### src/rtl/seg7_scan_driver.sv
// Multiplexed scan driver for an active-low 7-segment display, feeding an external hexToSeg7 decoder.
// Optional leading-zero blanking is enabled by defining SEG7_SCAN_LZB_EN.
module seg7_scan_driver #(
    parameter int DIGITS      = 4,
    parameter int ON_CYCLES   = 1000,
    parameter int DEAD_CYCLES = 16,
    parameter int CW          = 16
) (
    input  logic                clock,
    input  logic                resetN,
    input  logic                enable,
    input  logic                load,
    input  logic [4*DIGITS-1:0] value,
    input  logic [DIGITS-1:0]   dpIn,
    output logic [3:0]          hexOut,
    input  logic [6:0]          segIn,
    output logic [6:0]          seg,
    output logic                dp,
    output logic [DIGITS-1:0]   digitN,
    output logic                frameDone
);
    localparam int IW = (DIGITS > 1) ? $clog2(DIGITS) : 1;
    localparam logic [CW-1:0] ON_LAST   = CW'(ON_CYCLES - 1);
    localparam logic [CW-1:0] DEAD_LAST = CW'(DEAD_CYCLES - 1);
    localparam logic [IW-1:0] IDX_LAST  = IW'(DIGITS - 1);

    typedef enum logic {ST_BLANK, ST_ON} state_t;

    state_t                r_state;
    logic [CW-1:0]         r_counter;
    logic [IW-1:0]         r_idx;
    logic [4*DIGITS-1:0]   r_shadowVal;
    logic [DIGITS-1:0]     r_shadowDp;
    logic [4*DIGITS-1:0]   r_activeVal;
    logic [DIGITS-1:0]     r_activeDp;
    logic                  r_pending;
    logic [3:0]            r_hexOut;
    logic [6:0]            r_seg;
    logic                  r_dp;
    logic [DIGITS-1:0]     r_digitN;
    logic                  r_frameDone;

    logic                  w_onExit;
    logic                  w_wrap;
    logic [IW-1:0]         w_idxNext;
    logic [4*DIGITS-1:0]   w_activeValNext;
    logic [DIGITS-1:0]     w_activeDpNext;
    logic                  w_pendingNext;
    logic                  w_lit;

    // A load on the wrap edge bypasses the shadow so the new frame shows it at once.
    always_comb begin
        w_onExit        = enable && (r_state == ST_ON) && (r_counter == ON_LAST);
        w_wrap          = w_onExit && (r_idx == IDX_LAST);
        w_idxNext       = r_idx;
        w_activeValNext = r_activeVal;
        w_activeDpNext  = r_activeDp;
        w_pendingNext   = r_pending;
        if (!enable)
            w_idxNext = '0;
        else if (w_onExit)
            w_idxNext = w_wrap ? '0 : r_idx + IW'(1);
        if (w_wrap) begin
            w_pendingNext = 1'b0;
            if (load) begin
                w_activeValNext = value;
                w_activeDpNext  = dpIn;
            end else if (r_pending) begin
                w_activeValNext = r_shadowVal;
                w_activeDpNext  = r_shadowDp;
            end
        end else if (load) begin
            w_pendingNext = 1'b1;
        end else if (!enable && r_pending) begin
            w_activeValNext = r_shadowVal;
            w_activeDpNext  = r_shadowDp;
            w_pendingNext   = 1'b0;
        end
    end

`ifdef SEG7_SCAN_LZB_EN
    logic [DIGITS:0] w_zeroFrom;

    // w_zeroFrom[i]: digits i and above are all zero with no decimal point set.
    always_comb begin
        w_zeroFrom[DIGITS] = 1'b1;
        for (int i = DIGITS - 1; i >= 0; i--)
            w_zeroFrom[i] = w_zeroFrom[i+1] && (r_activeVal[4*i +: 4] == 4'h0) && !r_activeDp[i];
        w_lit = (r_idx == '0) || !w_zeroFrom[r_idx];
    end
`else
    assign w_lit = 1'b1;
`endif

    always_ff @(posedge clock or negedge resetN) begin
        if (!resetN) begin
            r_state     <= ST_BLANK;
            r_counter   <= '0;
            r_idx       <= '0;
            r_shadowVal <= '0;
            r_shadowDp  <= '0;
            r_activeVal <= '0;
            r_activeDp  <= '0;
            r_pending   <= 1'b0;
            r_hexOut    <= 4'h0;
            r_seg       <= 7'h7F;
            r_dp        <= 1'b1;
            r_digitN    <= '1;
            r_frameDone <= 1'b0;
        end else begin
            if (load) begin
                r_shadowVal <= value;
                r_shadowDp  <= dpIn;
            end
            r_activeVal <= w_activeValNext;
            r_activeDp  <= w_activeDpNext;
            r_pending   <= w_pendingNext;
            r_idx       <= w_idxNext;
            r_hexOut    <= w_activeValNext[w_idxNext*4 +: 4];
            r_frameDone <= w_wrap;
            if (!enable) begin
                r_state   <= ST_BLANK;
                r_counter <= '0;
                r_digitN  <= '1;
            end else begin
                case (r_state)
                    ST_BLANK: begin
                        if (r_counter == DEAD_LAST) begin
                            r_counter <= '0;
                            r_state   <= ST_ON;
                            r_seg     <= segIn;
                            r_dp      <= ~r_activeDp[r_idx];
                            r_digitN  <= w_lit ? ~(DIGITS'(1) << r_idx) : '1;
                        end else begin
                            r_counter <= r_counter + CW'(1);
                        end
                    end
                    ST_ON: begin
                        if (r_counter == ON_LAST) begin
                            r_counter <= '0;
                            r_state   <= ST_BLANK;
                            r_digitN  <= '1;
                        end else begin
                            r_counter <= r_counter + CW'(1);
                        end
                    end
                    default: begin
                        r_state   <= ST_BLANK;
                        r_counter <= '0;
                        r_digitN  <= '1;
                    end
                endcase
            end
        end
    end

    assign hexOut    = r_hexOut;
    assign seg       = r_seg;
    assign dp        = r_dp;
    assign digitN    = r_digitN;
    assign frameDone = r_frameDone;

endmodule

### config.mk
export PLATFORM = sky130hd
export DESIGN_NAME = seg7_scan_driver
export DESIGN_NICKNAME = d
export VERILOG_FILES = /design/src/rtl/seg7_scan_driver.sv
export SDC_FILE = /design/constraint.sdc
export NUM_CORES = 1
export LEC_CHECK = 0
export CORE_UTILIZATION = 50
export CTS_CLUSTER_SIZE = 40
export DETAILED_ROUTE_END_ITERATION = 16
export GPL_ROUTABILITY_DRIVEN = 0
export HOLD_SLACK_MARGIN = 0.06
export PLACE_DENSITY = 0.71
export SYNTH_ARGS = -nofsm -noshare
export SYNTH_HDL_FRONTEND = slang
export SYNTH_SLANG_ARGS = --single-unit
### constraint.sdc
create_clock -name clock -period 4.1 [get_ports clock]
set_input_delay 0.82 -clock clock [delete_from_list [all_inputs] [get_ports clock]]
set_output_delay 0.82 -clock clock [all_outputs]
set_load 0.03 [all_outputs]
## Yosys cells after proc, flatten, opt, wreduce, memory -nomap -nowiden

Index checks and enable logic that the tools add are counted.

- Bits in registers: 77
- Bits of input ports: 31
- Logic and storage cells: 68

- Add/sub/neg operators: 2
- Order comparisons: 1
- Equality and inequality tests: 7
- Shift operators: 2
- Mux-type cells: 30
- Bitwise logic cells: 3
- Reduce and logical (&&, ||, !) cells: 10

Operator list:

| cell | number |
|---|---|
| 2-to-1 mux 16 bit | 8 |
| 2-to-1 mux 4 bit | 8 |
| one-hot mux 16 bit (2 select lines) | 1 |
| adder 16 x 1 -> 16 bit (second input constant) | 1 |
| equality test 16 x 10 -> 1 bit (second input constant) | 1 |
| equality test 16 x 4 -> 1 bit (second input constant) | 1 |
| variable part select 16 x 5 -> 4 bit | 1 |
| one-hot mux 4 bit (2 select lines) | 1 |
| 2-to-1 mux 1 bit | 7 |
| 2-to-1 mux 2 bit | 3 |
| != test 3 bit (second input constant) | 2 |
| AND reduction 3 bit | 2 |
| logical AND 1 bit | 4 |
| inverter 4 bit | 1 |
| left shift 1 x 2 -> 4 bit (first input constant) | 1 |
| less-than comparator 2 x 3 -> 1 bit (second input constant) | 1 |
| != test 3 x 2 -> 1 bit (second input constant) | 1 |
| nonzero test 3 bit | 1 |
| adder 2 x 1 -> 2 bit (second input constant) | 1 |
| binary-select mux 1 bit (select 2 bit) | 1 |
| equality test 2 bit (second input constant) | 1 |
| != test 2 x 1 -> 1 bit (second input constant) | 1 |
| inverter 1 bit | 2 |
| one-hot mux 1 bit (2 select lines) | 1 |
| 3 further kinds | 3 |

## Logic depth before layout (Yosys ltp)

Gate-level depths: netlist (run 1).

- Depth in word-level cells: 7
- Depth in mapped cells: 9
- Depth with buffers taken out: 7

## Least setup slack after synthesis (run 1)

No wires, ideal clock.

- Path type: input -> register
- Start point: input load
- End point: register r_hexOut[0] (netlist: hexOut[0])
- Arrival time: 2,243 ps
- Data required time: 3,971 ps
- Setup slack: 1,728 ps
- Cell stages on the path: 9
- Buffers on the path: 3
- Cells stage by stage: clkbuf_1 -> nor2_1 -> and2_1 -> buf_2 -> buf_2 -> mux2i_1 -> mux2i_1 -> mux2i_1 -> mux2i_1

- Word-level cells in the longest chain between the ends: 3
- Elaborated cells between the ends (all ways): 4

RTL lines:

| element | RTL line | source |
|---|---|---|
| start: declaration | 12 | `input logic load,` |
| 2-to-1 mux 16 bit (on tied branches) | 72, 65 |  |
| 2-to-1 mux 16 bit (*) | 63 | `if (w_wrap) begin` |
| via w_activeValNext[8] | 46 | `logic [4*DIGITS-1:0] w_activeValNext;` |
| variable part select 16 x 5 -> 4 bit (*) | 119 | `r_hexOut <= w_activeValNext[w_idxNext*4 +: 4];` |
| end signal: assignment | 119 |  |
| end: declaration | 37 | `logic [3:0] r_hexOut;` |

The timed path passes the listed nets; every way through them passes the cells marked *.
A chain may end at the register's enable or synchronous reset.

## Worst setup path in the final report (run 1)

- Start point: input enable
- End point: register r_hexOut[1] (netlist: hexOut[1])

- Elaborated cells between the ends (all ways): 12

RTL lines:

| element | RTL line | source |
|---|---|---|
| start: declaration | 11 | `input logic enable,` |
| zero test 1 bit | -- |  |
| logical AND 1 bit | 74 | `end else if (!enable && r_pending) begin` |
| 2-to-1 mux 16 bit | 74 |  |
| 2-to-1 mux 16 bit | 72 | `end else if (load) begin` |
| 2-to-1 mux 16 bit (*) | 63 |  |
| via w_activeValNext[13] | 46 |  |
| variable part select 16 x 5 -> 4 bit (*) | 119 |  |

Marked as above.

==> results of run 1 <==
==> routing by layer <==
layer,vias up,global-route usage
met5,-,0
met4,0,0.0693
met3,6,0.0388
met2,34,0.297
met1,1246,0.264
li1,1215,-
==> synth_stat cells (5+ instances only) <==
cell type	number
xnor2_1	6
buf_2	5
xor2_1	8
a21oi_1	17
dfrtp_1	65
nor2_1	41
clkbuf_1	6
mux2_2	28
dfstp_2	12
inv_1	8
nand3_1	7
ha_1	5
mux2i_1	68
nand2_1	7
==> cells by family after synthesis <==
logic type               Yosys count
multiplexers                      97
flip-flops                        77
AND/OR/NAND/NOR                   75
adder cells (fa/ha/maj)            5
buffers and inverters             27
XOR/XNOR                          14
AO/OA/AOI/OAI                     26
==> sequential cells by signal, indices dropped and copies added (netlist names), 2 cells and up <==
signal,cells
seg,7
r_activeVal,16
r_idx,2
r_shadowVal,16
r_shadowDp,4
r_counter,16
digitN,4
r_activeDp,4
hexOut,4
==> metrics by stage <==
step,cell area (µm²),hold slack (ns)
3_5_place_dp,4350,0.450
3_3_place_gp,4350,0.438
6_report,4580,0.460
2_1_floorplan,3830,0.425
5_1_grt,4580,0.495
4_1_cts,4580,0.461
==> worst max path at each step <==
| stage | end | slack, ns | from | depth (start not counted) |
|---|---|---|---|---|
| CTS | hexOut[1] | 1.33 | enable | 8 |
| global route | hexOut[0] | 1.14 | enable | 8 |
| global placement | hexOut[0] | 1.04 | enable | 8 |
| detailed placement | hexOut[1] | 0.99 | enable | 8 |
| floorplan | hexOut[0] | 1.73 | load | 9 |
| finish | hexOut[1] | 1.34 | enable | 8 |
==> report_power, final <==
part           internal [µW]  switching, µW
sequential               840           44.3
clock                    372            280
combinational            137            143
total                   1350            467
==> layout make-up <==
| class | count | area (µm²) |
|---|---|---|
| sequential | 77 | 1940 |
| timing repair buffer | 52 | 500 |
| inverter | 8 | 30.0 |
| clock buffer | 12 | 188 |
| fill | 566 | 2750 |
| multi-input combinational | 217 | 1750 |
| clock inverter | 4 | 47.5 |
| tap | 99 | 124 |
==> metrics.md, run 1 <==
| Metric | Value |
|---|---|
| Status | `finished clean` |
| Vias after detailed routing | `2,501` |
| CTS Root Buffer Type | `clkbuf_8` |
| Wire per inst | `14.9 µm` |
| Post-synth EDFFs | `0` |
| Register bit total from synthesis | `77` |
| Die area | `8020 µm²` |
| Synth Area in Compound Gates | `0.0441` |
| Std-Cell Rows | `31` |
| Worst Path Arrival | `2.97 ns` |
| Max H-tree Level | `3` |
| Crit path cell chain | `clkdlybuf4s50_1 -> nor2_1 -> and2_1 -> buf_4 -> mux2i_1 -> mux2i_1 -> mux2i_1 -> mux2i_1` |
| Remaining DRCs | `0` |
| Synth Area in XOR/XNOR | `0.0320` |
| Post-synth top area share | `0.424` |
| WS Path Type | `primary input to flop` |
| WL met2 | `3.29 mm` |
| Initial Util | `0.523` |
| Worst-case reg-to-reg path depth | `7` |
| Buffers on Ports | `47` |
| Post-layout util | `0.625` |
| MaxCap Viol Count | `0` |
| Req. time, crit path | `4.32 ns` |
| Highest metal used | `met4` |
| Final setup vio count | `0` |
| Synth warn | `0` |
| Fin nets | `401` |
| Worst path top cell family by delay | `buffers and inverters` |
| Min Tclk post-route | `2.76 ns` |
| Tot Pwr | `1820 µW` |
| Slowest cell delay on critical path | `0.58 ns` |
| Hold Path Sink | `r_counter[0]` |
| Dpl hpwl | `4.50 mm` |
| Fin cells | `469` |
| Final wirelength | `6.98 mm` |
| Tcrit/Tclk final | `0.672` |
| Top post-synthesis cells by area | `dfrtp_1, mux2i_1, dfstp_2` |
| CP bufs+invs | `2` |
| Die W | `89.6 µm` |
| Routed Antenna Nets | `0` |
| RSZ-0062 raised after global routing | `false` |
| Clock sinks | `77` |
| Slew @ Worst Pin | `0.965 ns` |
| Yosys cell types | `37` |
| Post-Syn Nets | `357` |
| Num CTS Buffers | `9` |
| Grt ovf | `0` |
| Clock Path Buffers | `2` |
| Vias per inst | `5.33` |
| Setup Slack @ Placement | `0.986 ns` |
| Vias in the first global route | `2,424` |
| CTS hold repair buffers | `0` |
| Power Dens Cells | `396 nW/µm²` |
| Startpoint types | `primary input` |
| Adder-Cell Fraction of Synth Area | `0.0163` |
| First-pass GRT wire length | `11.4 mm` |
| Met3 routed WL | `192 µm` |
| Post-route setup TNS | `0 ns` |
| Max_slew headroom | `0.356` |
| Max VDD drop | `166 µV` |
| Final setup margin | `1.34 ns` |
| Most frequent cells in the layout | `mux2i_1, dfrtp_1, clkdlybuf4s50_1` |
| Synth Area in Simple Gates | `0.0982` |
| Worst skew pair latency | `0.34 ns` |
| Gates resized, CTS repair | `0` |
| Cell area after synthesis | `3830 µm²` |
| Most frequent CP cell | `mux2i_1` |
| Hold Crit Class | `flop to flop` |
| Largest net degree at the start of global routing | `78` |
| Biggest area consumer among synthesized cells | `dfrtp_1` |
| Clk slew on worst S/H paths | `0.08 ns` |
| Initial drt markers | `80` |
| Reg2reg start | `r_counter[11]` |
| Worst Path Max Fanout | `11` |
| R2r endpoint | `hexOut[0]` |
| CTS tree | `done` |
| Final Hold Viols | `0` |
| Die Y | `89.6 µm` |
| P_leak | `0.00192 µW` |
| Max Slew Vio Count | `0` |
| Hold Crit Depth | `1` |
| Cell total after placement | `453` |
| Multiplexer share of the synthesized area | `0.266` |
| Slowest library cell on the worst path | `and2_1` |
| Fmax | `0.363 GHz` |
| Post-Syn Instances | `321` |
| DRT Pass-1 Iters | `4` |
| Commonest non-fill, non-tap cell in the layout | `mux2i_1` |
| Aggregate global-route resource usage | `0.190` |
| Ant diodes | `0` |
| Commonest register cell after synthesis | `dfrtp_1` |
| Post-synth ARST share | `1.00` |
| # IOs | `48` |
| Core Box Area | `7330 µm²` |
| Largest family of logic cells by synthesized area | `multiplexers` |
| Sequential-to-total area share from yosys stat | `0.507` |
| Met1 wire length | `3.41 mm` |
| Post-Syn Area per Cell | `11.9 µm²` |
| Initial antenna violation count | `0` |
| Crit. End Element | `flop` |
| Hold path startpoint | `r_counter[0]` |
| Fraction of layout cells with a size suffix above 1 | `0.186` |
| Flop2flop setup slack | `1.51 ns` |
| Skew final | `0.00734 ns` |
| Post-CTS setup repair buffer count | `0` |
| Syn-to-layout area delta | `19.5%` |
Note: power is estimated with default switching activity, not from simulation.
==> run 2: changes to the inputs <==
==> constraint.sdc (replaced) <==
create_clock -name clock -period 2.9 [get_ports clock]
set_input_delay 0.58 -clock clock [delete_from_list [all_inputs] [get_ports clock]]
set_output_delay 0.58 -clock clock [all_outputs]
set_load 0.03 [all_outputs]
==> run 2 against run 1 <==
Compared with the run above: clock-buffer cell count grew 2; critical path depth shrank 1; design area shrank 0.93%; register-to-register slack lost 1.1 ns; largest power group unchanged.
==> metrics.md, run 2 (synthesis gave the netlist of run 1 again) <==
| Metric | Value |
|---|---|
| Largest net degree at the start of global routing | `78` |
| Max VDD drop | `235 µV` |
| Status | `finished clean` |
| Core Box Area | `7330 µm²` |
| Fin nets | `403` |
| Clock Path Buffers | `2` |
| Final Hold Viols | `0` |
| Crit path cell chain | `or4_4 -> nor4_4 -> and4_1 -> buf_12 -> mux2i_1 -> mux2i_1 -> mux2i_1` |
| Worst Path Arrival | `2.74 ns` |
| Tot Pwr | `2320 µW` |
| Std-Cell Rows | `31` |
| Syn-to-layout area delta | `18.4%` |
| Hold Crit Class | `primary input to asynchronous set/reset pin` |
| # IOs | `48` |
| Wire per inst | `14.6 µm` |
| Final wirelength | `6.88 mm` |
| Num CTS Buffers | `9` |
| Die W | `89.6 µm` |
| Die area | `8020 µm²` |
| Initial drt markers | `104` |
| CTS tree | `done` |
| Vias per inst | `5.27` |
| Most frequent CP cell | `mux2i_1` |
| Worst-case reg-to-reg path depth | `7` |
| Remaining DRCs | `0` |
| Req. time, crit path | `3.16 ns` |
| Reg2reg start | `r_counter[11]` |
| Fraction of layout cells with a size suffix above 1 | `0.177` |
| DRT Pass-1 Iters | `4` |
| Final setup vio count | `0` |
| Die Y | `89.6 µm` |
| Dpl hpwl | `4.58 mm` |
| Crit. End Element | `flop` |
| Aggregate global-route resource usage | `0.192` |
| Clock sinks | `77` |
| Ant diodes | `0` |
| Max_slew headroom | `0.359` |
| P_leak | `0.00189 µW` |
| MaxCap Viol Count | `0` |
| Grt ovf | `0` |
| Most frequent cells in the layout | `mux2i_1, dfrtp_1, clkdlybuf4s50_1` |
| Fmax | `0.403 GHz` |
| Initial Util | `0.523` |
| RSZ-0062 raised after global routing | `false` |
| WS Path Type | `flop to flop` |
| Post-CTS setup repair buffer count | `0` |
| CTS Root Buffer Type | `clkbuf_8` |
| Worst Path Max Fanout | `23` |
| Initial antenna violation count | `0` |
| Worst hold slack | `0.392 ns` |
| Buffers on Ports | `47` |
| Max Slew Vio Count | `0` |
| Skew final | `0.00778 ns` |
| Fillcell total | `594` |
| Power Dens Cells | `510 nW/µm²` |
| Post-route setup TNS | `0 ns` |
| Largest registers | `r_activeVal: 16 flops, r_counter: 16 flops, r_shadowVal: 16 flops` |
| Commonest non-fill, non-tap cell in the layout | `mux2i_1` |
| Flop2flop setup slack | `0.42 ns` |
| Max H-tree Level | `3` |
| Routed Antenna Nets | `0` |
| Slowest library cell on the worst path | `or4_4` |
| Tcrit/Tclk final | `0.856` |
| Slowest cell delay on critical path | `0.57 ns` |
| Clk slew on worst S/H paths | `0.07 ns` |
| Vias in the first global route | `2,463` |
| Vias after detailed routing | `2,484` |
| CTS hold repair buffers | `0` |
| Worst skew pair latency | `0.34 ns` |
| Startpoint types | `flop` |
| R2r endpoint | `hexOut[0]` |
| Min Tclk post-route | `2.48 ns` |
| Gates resized, CTS repair | `0` |
| Slew @ Worst Pin | `0.961 ns` |
| First-pass GRT wire length | `11.6 mm` |
run 2: cell count changes in the layout (fill, tap and decap cells not counted):
cell / change
buf_12: +2
bufinv_16: -1
clkbuf_1: +5
clkbuf_16: -2
clkbuf_8: -1
clkinv_2: +1
inv_4: -2
run 2: how the worst max path moves through the flow:
stage,to,slack (ns),startpoint,cells past startpoint
2_1_floorplan,hexOut[2],0.65,r_counter[11],8
3_3_place_gp,hexOut[0],0.46,enable,8
3_5_place_dp,hexOut[0],0.40,enable,8
4_1_cts,hexOut[0],0.40,r_counter[11],7
5_1_grt,hexOut[0],0.22,r_counter[11],7
6_report,hexOut[0],0.42,r_counter[11],7
run 2: critical path, delay by kind of cell (launching register included):
kind / cells / cell delay [ns]
mux: 3 / 0.55
buf+inv: 1 / 0.21
simple gates: 3 / 1.23
flops: 1 / 0.41
run 2: report_power, final:
| group | internal (µW) | switching (µW) | total, µW |
|---|---|---|---|
| sequential | 1190 | 62.4 | 1250 |
| combinational | 198 | 203 | 401 |
| clock | 310 | 354 | 665 |
run 2: through the flow:
| step | util | setup slack [ns] | instance area [µm²] | cells |
|---|---|---|---|---|
| 4_1_cts | 0.619 | 0.396 | 4540 | 471 |
| 6_report | 0.619 | 0.417 | 4540 | 471 |
| 5_1_grt | 0.619 | 0.222 | 4540 | 471 |
| 2_1_floorplan | - | 0.654 | 3830 | 321 |
| 3_3_place_gp | 0.598 | 0.462 | 4390 | 455 |
| 3_5_place_dp | 0.598 | 0.398 | 4390 | 455 |
run 2: layout make-up:
type / count / area [µm²] / share of cell area
clock buffer: 14 / 143 / 0.0314
clock inverter: 2 / 10.0 / 0.00221
inverter: 8 / 30.0 / 0.00662
multi-input combinational: 217 / 1750 / 0.385
sequential: 77 / 1940 / 0.428
tap: 99 / 124 / 0.0273
timing repair buffer: 54 / 541 / 0.119
run 2: metal layers:
layer | routed length, µm | GRT usage | vias to the layer above
met1 | 3320 | 0.260 | 1222
met5 | 0 | 0 | -
met3 | 186 | 0.0342 | 9
li1 | - | - | 1220
met2 | 3260 | 0.308 | 33
met4 | 116 | 0.0779 | 0
